`config.mk`:
```
export PLATFORM = sky130hd
export DESIGN_NAME = multicycle_control
export DESIGN_NICKNAME = d
export VERILOG_FILES = /design/src/rtl/mips_pkg.sv /design/src/rtl/multicycle_ctrl_decode.sv /design/src/rtl/multicycle_control.sv
export SDC_FILE = /design/constraint.sdc
export NUM_CORES = 1
export LEC_CHECK = 0
export ABC_AREA = 1
export BUFFER_PORTS_ARGS = -buffer_cell sky130_fd_sc_hd__buf_2
export CORE_AREA = 3 3 43 55
export CTS_BUF_LIST = sky130_fd_sc_hd__clkbuf_2 sky130_fd_sc_hd__clkbuf_4 sky130_fd_sc_hd__clkbuf_8
export DETAILED_ROUTE_END_ITERATION = 8
export DIE_AREA = 0 0 46 58
export HOLD_SLACK_MARGIN = 0.08
export MAX_ROUTING_LAYER = met4
export PLACE_DENSITY = 0.71
export SYNTH_ARGS = -nofsm -noshare
export SYNTH_HDL_FRONTEND = slang
export SYNTH_SLANG_ARGS = --single-unit
```
`constraint.sdc`:
```
create_clock -name clk -period 2.55 [get_ports clk]
set_clock_uncertainty 0.05 [all_clocks]
set_input_delay 0.1275 -clock clk [delete_from_list [all_inputs] [get_ports clk]]
set_output_delay 0.1275 -clock clk [all_outputs]
set_load 0.02 [all_outputs]
```
`src/rtl/mips_pkg.sv`:
```
// mips_pkg: shared constants for the multi-cycle MIPS control path.
//   - opcode constants for the supported eight-opcode subset
//   - controller state encoding (4-bit)
//   - ALUOp codes (shared with the single-cycle ALU control)
//   - alu_src_b select codes
//   - ctrl_t bundle of all control strobes/selects
package mips_pkg;

  localparam logic [5:0] OP_RTYPE = 6'h00;
  localparam logic [5:0] OP_BEQ   = 6'h04;
  localparam logic [5:0] OP_ADDI  = 6'h08;
  localparam logic [5:0] OP_ANDI  = 6'h0C;
  localparam logic [5:0] OP_ORI   = 6'h0D;
  localparam logic [5:0] OP_LUI   = 6'h0F;
  localparam logic [5:0] OP_LW    = 6'h23;
  localparam logic [5:0] OP_SW    = 6'h2B;

  typedef enum logic [3:0] {
    FETCH    = 4'd0,
    DECODE   = 4'd1,
    MEM_ADDR = 4'd2,
    MEM_RD   = 4'd3,
    MEM_WB   = 4'd4,
    MEM_WR   = 4'd5,
    EXEC_R   = 4'd6,
    R_WB     = 4'd7,
    BRANCH   = 4'd8,
    EXEC_I   = 4'd9,
    I_WB     = 4'd10
  } state_e;

  localparam logic [2:0] ALUOP_ADD   = 3'b000;
  localparam logic [2:0] ALUOP_OR    = 3'b001;
  localparam logic [2:0] ALUOP_LUI   = 3'b010;
  localparam logic [2:0] ALUOP_AND   = 3'b011;
  localparam logic [2:0] ALUOP_SUB   = 3'b100;
  localparam logic [2:0] ALUOP_LW    = 3'b101;
  localparam logic [2:0] ALUOP_SW    = 3'b110;
  localparam logic [2:0] ALUOP_RTYPE = 3'b111;

  localparam logic [1:0] SRCB_B        = 2'b00;
  localparam logic [1:0] SRCB_FOUR     = 2'b01;
  localparam logic [1:0] SRCB_IMM      = 2'b10;
  localparam logic [1:0] SRCB_IMM_SHL2 = 2'b11;

  typedef struct packed {
    logic       pcWrite;
    logic       pcWriteCond;
    logic       irWrite;
    logic       regWrite;
    logic       memRead;
    logic       memWrite;
    logic       iOrD;
    logic       regDst;
    logic       memToReg;
    logic       aluSrcA;
    logic [1:0] aluSrcB;
    logic       pcSource;
    logic [2:0] aluOp;
    logic       instrDone;
    logic       illegalOp;
  } ctrl_t;

  function automatic logic isImmOp(input logic [5:0] op);
    return (op == OP_ADDI) || (op == OP_ORI) || (op == OP_LUI) || (op == OP_ANDI);
  endfunction

  function automatic logic [2:0] immAluOp(input logic [5:0] op);
    logic [2:0] code;
    case (op)
      OP_ORI:  code = ALUOP_OR;
      OP_LUI:  code = ALUOP_LUI;
      OP_ANDI: code = ALUOP_AND;
      default: code = ALUOP_ADD;
    endcase
    return code;
  endfunction

endpackage

```
`src/rtl/multicycle_ctrl_decode.sv`:
```
// multicycle_ctrl_decode: combinational map of (state, op, mem_ready, reset)
// to the datapath control bundle.
// Ports:
//   state    in  4  current state code (codes 11-15 decode to all-zero)
//   op       in  6  opcode from IR
//   memReady in  1  memory completes the current access
//   reset    in  1  forces every output low, including Mealy-gated strobes
//   ctrl     out    control bundle (ctrl_t)
import mips_pkg::*;

module multicycle_ctrl_decode (
  input  logic [3:0] state,
  input  logic [5:0] op,
  input  logic       memReady,
  input  logic       reset,
  output ctrl_t      ctrl
);

  always_comb begin
    ctrl = '0;
    if (!reset) begin
      case (state)
        FETCH: begin
          ctrl.memRead = 1'b1;
          ctrl.aluSrcB = SRCB_FOUR;
          ctrl.aluOp   = ALUOP_ADD;
          // PC+4 and IR are only captured in the cycle the fetch completes.
          ctrl.pcWrite = memReady;
          ctrl.irWrite = memReady;
        end
        DECODE: begin
          // Branch target precomputed into ALUOut.
          ctrl.aluSrcB = SRCB_IMM_SHL2;
          ctrl.aluOp   = ALUOP_ADD;
          if (!(op == OP_RTYPE || op == OP_BEQ || op == OP_LW ||
                op == OP_SW || isImmOp(op))) begin
            ctrl.illegalOp = 1'b1;
            ctrl.instrDone = 1'b1;
          end
        end
        MEM_ADDR: begin
          ctrl.aluSrcA = 1'b1;
          ctrl.aluSrcB = SRCB_IMM;
          ctrl.aluOp   = (op == OP_SW) ? ALUOP_SW : ALUOP_LW;
        end
        MEM_RD: begin
          ctrl.memRead = 1'b1;
          ctrl.iOrD    = 1'b1;
        end
        MEM_WB: begin
          ctrl.memToReg  = 1'b1;
          ctrl.regWrite  = 1'b1;
          ctrl.instrDone = 1'b1;
        end
        MEM_WR: begin
          ctrl.memWrite  = 1'b1;
          ctrl.iOrD      = 1'b1;
          ctrl.instrDone = memReady;
        end
        EXEC_R: begin
          ctrl.aluSrcA = 1'b1;
          ctrl.aluSrcB = SRCB_B;
          ctrl.aluOp   = ALUOP_RTYPE;
        end
        R_WB: begin
          ctrl.regDst    = 1'b1;
          ctrl.regWrite  = 1'b1;
          ctrl.instrDone = 1'b1;
        end
        BRANCH: begin
          ctrl.aluSrcA     = 1'b1;
          ctrl.aluSrcB     = SRCB_B;
          ctrl.aluOp       = ALUOP_SUB;
          ctrl.pcWriteCond = 1'b1;
          ctrl.pcSource    = 1'b1;
          ctrl.instrDone   = 1'b1;
        end
        EXEC_I: begin
          ctrl.aluSrcA = 1'b1;
          ctrl.aluSrcB = SRCB_IMM;
          ctrl.aluOp   = immAluOp(op);
        end
        I_WB: begin
          // ALUOp held so LUI/logic results stay stable through write-back.
          ctrl.regWrite  = 1'b1;
          ctrl.aluOp     = immAluOp(op);
          ctrl.instrDone = 1'b1;
        end
        default: ctrl = '0;
      endcase
    end
  end

endmodule

```
`src/rtl/multicycle_control.sv`:
```
// multicycle_control: state sequencer for the shared-memory multi-cycle
// MIPS datapath. Holds the state register and next-state logic; outputs
// come from multicycle_ctrl_decode.
// Ports:
//   clk, reset (sync, active-high), op[5:0], mem_ready
//   pc_write, pc_write_cond, ir_write, reg_write, mem_read, mem_write,
//   i_or_d, reg_dst, mem_to_reg, alu_src_a, alu_src_b[1:0], pc_source,
//   alu_op[ALUOP_W-1:0], instr_done, illegal_op, state[3:0] (debug)
//
// state    | meaning
// FETCH    | read instruction at PC, PC <= PC+4 on mem_ready
// DECODE   | read regs, ALUOut <= branch target, dispatch on op
// MEM_ADDR | ALUOut <= A + imm for LW/SW
// MEM_RD   | load data read, wait for mem_ready
// MEM_WB   | rt <= MDR
// MEM_WR   | store data write, wait for mem_ready
// EXEC_R   | ALUOut <= A funct B
// R_WB     | rd <= ALUOut
// BRANCH   | compare A,B; PC <= ALUOut if zero
// EXEC_I   | ALUOut <= A op imm
// I_WB     | rt <= ALUOut
import mips_pkg::*;

module multicycle_control #(
  parameter int ALUOP_W = 3
) (
  input  logic               clk,
  input  logic               reset,
  input  logic [5:0]         op,
  input  logic               mem_ready,
  output logic               pc_write,
  output logic               pc_write_cond,
  output logic               ir_write,
  output logic               reg_write,
  output logic               mem_read,
  output logic               mem_write,
  output logic               i_or_d,
  output logic               reg_dst,
  output logic               mem_to_reg,
  output logic               alu_src_a,
  output logic [1:0]         alu_src_b,
  output logic               pc_source,
  output logic [ALUOP_W-1:0] alu_op,
  output logic               instr_done,
  output logic               illegal_op,
  output logic [3:0]         state
);

  logic [3:0] stateQ;
  ctrl_t      ctrl;

  always_ff @(posedge clk) begin
    if (reset) begin
      stateQ <= FETCH;
    end else begin
      case (stateQ)
        FETCH:    if (mem_ready) stateQ <= DECODE;
        DECODE: begin
          if (op == OP_RTYPE)                   stateQ <= EXEC_R;
          else if (isImmOp(op))                 stateQ <= EXEC_I;
          else if (op == OP_BEQ)                stateQ <= BRANCH;
          else if (op == OP_LW || op == OP_SW)  stateQ <= MEM_ADDR;
          else                                  stateQ <= FETCH;
        end
        MEM_ADDR: stateQ <= (op == OP_SW) ? MEM_WR : MEM_RD;
        MEM_RD:   if (mem_ready) stateQ <= MEM_WB;
        MEM_WR:   if (mem_ready) stateQ <= FETCH;
        EXEC_R:   stateQ <= R_WB;
        EXEC_I:   stateQ <= I_WB;
        default:  stateQ <= FETCH;
      endcase
    end
  end

  multicycle_ctrl_decode uDecode (
    .state    (stateQ),
    .op       (op),
    .memReady (mem_ready),
    .reset    (reset),
    .ctrl     (ctrl)
  );

  assign pc_write      = ctrl.pcWrite;
  assign pc_write_cond = ctrl.pcWriteCond;
  assign ir_write      = ctrl.irWrite;
  assign reg_write     = ctrl.regWrite;
  assign mem_read      = ctrl.memRead;
  assign mem_write     = ctrl.memWrite;
  assign i_or_d        = ctrl.iOrD;
  assign reg_dst       = ctrl.regDst;
  assign mem_to_reg    = ctrl.memToReg;
  assign alu_src_a     = ctrl.aluSrcA;
  assign alu_src_b     = ctrl.aluSrcB;
  assign pc_source     = ctrl.pcSource;
  assign alu_op        = ALUOP_W'(ctrl.aluOp);
  assign instr_done    = ctrl.instrDone;
  assign illegal_op    = ctrl.illegalOp;
  // During a reset cycle the register still holds the aborted state.
  assign state         = reset ? 4'(FETCH) : stateQ;

endmodule
```
[Word level (Yosys, flattened, before mapping)]
Cells that the tools add are included.
Operators by class
  eq/ne operators: 20
  muxes and demuxes: 27
  reduce and logical (&&, ||, !) cells: 18
Operators with widths (count)
  $mux W4: 7
  $pmux W4 S7: 1
  $eq A6 B4 Y1 const B: 4
  $mux W18: 1
  $eq A4 B3 Y1 const B: 4
  $eq A4 B4 Y1 const B: 3
  $eq A6 B6 Y1 const B: 2
  $pmux W2 S3: 2
  $pmux W3 S4: 1
  $mux W1: 10
  $eq A4 B2 Y1 const B: 2
  $logic_or A1 B1 Y1: 8
  $reduce_or A2 Y1: 4
  $reduce_or A4 Y1: 2
  $eq A6 B3 Y1 const B: 1
  $logic_not A6 Y1: 1
  $mux W2: 3
  $ne A2 B2 Y1 const B: 3
  $eq A4 B1 Y1 const B: 1
  $logic_not A4 Y1: 1
  $mux W3: 1
  $pmux W1 S3: 1
  $reduce_and A3 Y1: 1
  $reduce_or A3 Y1: 1
Word-level totals
  flip-flop bits (word level): 4
  input bits: 9
  output and inout bits: 22
  word-level logic and storage cells: 66

[Depth between registers and ports, before layout]
  depth after elaboration: 8
  depth in mapped cells: 8
  gate-level depth less buffers: 8

[Modules after synthesis]
From an unflattened synthesis, not the netlist that was laid out.
Unflattened totals
  cell total of the unflattened synthesis: 172
  area total of the unflattened synthesis: 813.3 um2
By module, submodules not included
  multicycle_control: times used 1, cells each 83, area each 431.7 um2, sequential area each 80.1 um2
  multicycle_ctrl_decode: times used 1, cells each 89, area each 381.6 um2, sequential area each 0.0 um2

[Worst setup path before layout]
No wires, ideal clock.
  kind: reg-to-output
  start: reg stateQ[3]
  end: out pc_write
  data arrival time: 1435 ps
  required time: 2372 ps
  slack: 937 ps
  cell stages (with the launch flop): 5
  path buffers: 1
  cells stage by stage: dfxtp_1 -> nor2_2 -> nand2_1 -> nor3_1 -> buf_4
Between the ends
  longest elaborated chain between the ends: 3
Ends and longest elaborated chain
  start: declaration: RTL line multicycle_control.sv:49  | logic [3:0] stateQ;
  start signal: assignment: RTL line multicycle_control.sv:65  | MEM_ADDR: stateQ <= (op == OP_SW) ? MEM_WR : MEM_RD;
  $logic_not A4 Y1: RTL line multicycle_ctrl_decode.sv:22  | case (state)
  $mux W1: RTL line multicycle_ctrl_decode.sv:22
  $mux W18: RTL line multicycle_ctrl_decode.sv:21  | if (!reset) begin
  end: declaration: RTL line multicycle_control.sv:31  | output logic pc_write,
Every way passes these cells.

[Worst setup path in the final report]
  start: reg stateQ[1]
  end: out alu_op[1]
Between the ends
  longest elaborated chain between the ends: 4
  elaborated cells on any way between the ends: 8
Ends and longest elaborated chain
  $eq A4 B4 Y1: RTL line multicycle_ctrl_decode.sv:22
  $reduce_or A2 Y1 (no line)
  $pmux W3 S4 (*): RTL line multicycle_ctrl_decode.sv:22
  $mux W18 (*): RTL line multicycle_ctrl_decode.sv:21
  end: declaration: RTL line multicycle_control.sv:43  | output logic [ALUOP_W-1:0] alu_op,
Every way passes the cells marked *; elsewhere a longest branch is shown, timed or not.

==> results.md <==
| Quantity | Reported |
|---|---|
| Unrepaired setup endpoints after global routing | no |
| Max-slew violation count | 0 |
| Post-CTS Resized | 0 |
| Count of state elements after synthesis | 4 |
| Buffers & Inverters on Critical Path | 2 |
| Floorplan die height | 58 µm |
| Global placement routability congestion | 0.877 |
| List of cells traversed by the critical path | inv_2 > nor2_2 > nand2_1 > nand2_2 > o211ai_1 > a21oi_1 > buf_2 |
| Drt total wl | 1810 µm |
| Critical path launch point type | flop |
| Min cycle time layout | 1.74 ns |
| Setup Slack @ Placement | 1.07 ns |
| CP delay by family, top | flip-flops |
| Fin. Hold Viols | 0 |
| Total CTS buffers | 3 |
| Finished Core Util | 43.2% |
| Worst path arrival time | 1.56 ns |
| Syn Area/Cell | 5.26 µm² |
| Hold/Removal Path Class | input port to flop |
| Netlist area before placement | 663 µm² |
| Leakage power figure | 0.542 nW |
| Accumulated negative setup slack | 0 ns |
| Share of post-route cells with drive strength above 1 | 34.8% |
| Worst slew margin relative to its limit | 78.7% |
| Fin crit share | 68.3% |
| Root Buffer Master | sky130_fd_sc_hd__clkbuf_4 |
| Initial detailed-routing violation count | 16 |
| Largest net degree at the start of global routing | 20 |
| Number of core rows | 18 |
| Antenna violations before repair | 0 |
| Instance count on the critical path | 7 |
| Max-Cap Viols | 0 |
| Reg2Reg Depth | 8 |
| Initial cell density of the core | 34.2% |
| Number of warnings issued by yosys | 0 |
| Core area | 1940 µm² |
| Number of buffers on the longest clock path | 2 |
| Maximum achievable frequency | 574 MHz |
| Final total power | 0.000286 W |
| CP Max Fanout | 5 |
| Via density per instance | 4.98 |
| Global-route usage over all layers | 14.3% |
| TritonCTS clock tree | built |
| Number of sinks handled by clock tree synthesis | 4 |
| Wire length of the first global-routing pass | 2910 µm |
| Average detailed-routed wire length per instance | 10.3 µm |
| Result of the run | completed |
| Net total in the final layout | 166 |
| Biggest registers after layout | stateQ (4) |
| # IOs | 31 |
| Area added between synthesis and finish | 26.2% |
| Non-Filler Cell Area, Final | 837 µm² |
| Post-synthesis cell count | 126 |
| Largest vdd supply drop | 0.182 mV |
| Element type at the critical path end | output port |
| Data required time at the worst endpoint | 2.37 ns |
| Via count of the routed design | 871 |
| Placed wire-length estimate after detailed placement | 1550 µm |
| Aggregate global routing overflow | 0 |
| Placed Instance Area | 815 µm² |
| Source-to-sink clock delay at the later pin of the worst-skew pair | 0.23 ns |
| Critical Path Max Stage Delay | 0.46 ns |
| Ratio of total power to cell area | 342 nW/µm² |
| Register name with the most flops | stateQ |
| Largest register FFs | 4 |
| ANT cells | 0 |
| Post-synthesis sequential area ratio | 12.1% |
| Critical path start-end classification | flop to output port |
| Remaining design rule violation count | 0 |
| Total of endpoints with negative setup slack in the final report | 0 |
| Total of buffers placed on input and output ports | 30 |
| Pin slew with the least headroom to its limit | 0.320 ns |
| Post-CTS Setup Inserts | 0 |
| H-tree levels | 1 |
| Worst Setup Slack, final | 0.808 ns |
| Post-route antenna net violation count | 0 |
| Die Width | 46 µm |
| Full die area | 2670 µm² |
| Number of global-route vias before repair | 775 |
| Cells on Worst Hold Path | 2 |
| Net count of the mapped netlist | 135 |
| CP max stage cell | sky130_fd_sc_hd__dfxtp_1 |
| Detailed-routing iteration count for the pre-antenna-repair pass | 4 |
| Count of different cell masters after synthesis | 22 |
| CTS Hold Buffers Added | 0 |
| Clock-pin slew of the registers on the worst-case setup and hold paths | 0.03 ns |
logic make-up (layout without fill, tap and decap cells):
logic type             after synthesis  count (layout)  share of synthesized area [%]
flip-flops                           4               4                           12.1
AND/OR/NAND/NOR                     89              89                           64.5
buffers and inverters               24              53                           15.3
AO/OA/AOI/OAI                        9               9                           8.11
placed cells by master, fill, tap and decap left out, drive strengths merged:
cell type | synthesis | routed
a21oi | 5 | 5
a31oi | 1 | 1
buf | 4 | 30
clkbuf | 0 | 3
clkinv | 2 | 2
dfxtp | 4 | 4
inv | 18 | 18
nand2 | 39 | 39
nand3 | 13 | 13
nand3b | 2 | 2
nand4 | 3 | 3
nor2 | 28 | 28
nor3 | 4 | 4
o211a | 1 | 1
o211ai | 1 | 1
o21ai | 1 | 1
Yosys cell counts:
master / count / area share, %
sky130_fd_sc_hd__a21oi_1: 5 / 3.8
sky130_fd_sc_hd__a31oi_1: 1 / 0.94
sky130_fd_sc_hd__buf_1: 1 / 0.57
sky130_fd_sc_hd__buf_2: 1 / 0.75
sky130_fd_sc_hd__buf_4: 2 / 2.3
sky130_fd_sc_hd__clkinv_2: 2 / 1.5
sky130_fd_sc_hd__dfxtp_1: 4 / 12
sky130_fd_sc_hd__inv_1: 14 / 7.9
sky130_fd_sc_hd__inv_2: 4 / 2.3
sky130_fd_sc_hd__nand2_1: 33 / 19
sky130_fd_sc_hd__nand2_2: 6 / 5.7
sky130_fd_sc_hd__nand3_1: 11 / 8.3
sky130_fd_sc_hd__nand3_2: 2 / 3.0
sky130_fd_sc_hd__nand3b_1: 2 / 2.3
sky130_fd_sc_hd__nand4_1: 3 / 2.8
sky130_fd_sc_hd__nor2_1: 21 / 12
sky130_fd_sc_hd__nor2_2: 4 / 3.8
sky130_fd_sc_hd__nor2_4: 3 / 5.1
sky130_fd_sc_hd__nor3_1: 4 / 3.0
sky130_fd_sc_hd__o211a_1: 1 / 1.5
sky130_fd_sc_hd__o211ai_1: 1 / 1.1
sky130_fd_sc_hd__o21ai_1: 1 / 0.75
metrics by stage:
| step | hold WS (ns) | instances |
|---|---|---|
| 6_report | 0.251 | 175 |
| 5_1_grt | 0.290 | 175 |
| 4_1_cts | 0.257 | 175 |
| 3_5_place_dp | 0.495 | 172 |
| 3_3_place_gp | 0.497 | 172 |
| 2_1_floorplan | 0.333 | 126 |
path summary, 6_finish.rpt:
check                                from         to  slack, ns
worst max register to register  stateQ[1]  stateQ[1]       1.26
worst min register to register  stateQ[0]  stateQ[0]       0.59
worst min-delay path                reset  stateQ[3]       0.25
worst max-delay path            stateQ[1]  alu_op[1]       0.81
power breakdown:
part           leakage, nW  switching (W)  internal (W)
clock               0.0138      0.0000224     0.0000524
sequential          0.0325     0.00000633     0.0000675
combinational        0.496      0.0000942     0.0000436
total                0.542       0.000123      0.000164
routing by layer:
metal	wire (µm)	global-route usage, %	up-vias
met5	0	-	-
met4	0	3.66	0
met3	101	0.932	0
met2	993	27.2	30
met1	713	15.1	385
li1	-	-	456
worst register-to-register path, stage by stage (launching register included):
cell,delay [ns]
sky130_fd_sc_hd__dfxtp_1,0.46
sky130_fd_sc_hd__inv_2,0.07
sky130_fd_sc_hd__nor2_2,0.18
sky130_fd_sc_hd__nand2_2,0.12
sky130_fd_sc_hd__clkinv_2,0.08
sky130_fd_sc_hd__nand3_2,0.08
sky130_fd_sc_hd__nand3b_1,0.09
sky130_fd_sc_hd__nand2_1,0.06
sky130_fd_sc_hd__nand2_1,0.05
cell type report:
cell class              instances  area [µm²]
well taps                      20        25.0
fillers                       224        1100
multi-input cells              98         482
repair buffers                 30         150
flip-flops and latches          4        80.1
clock buffers                   3        22.5
inverters                      20        77.6
Power figures use the tool's default switching activity.
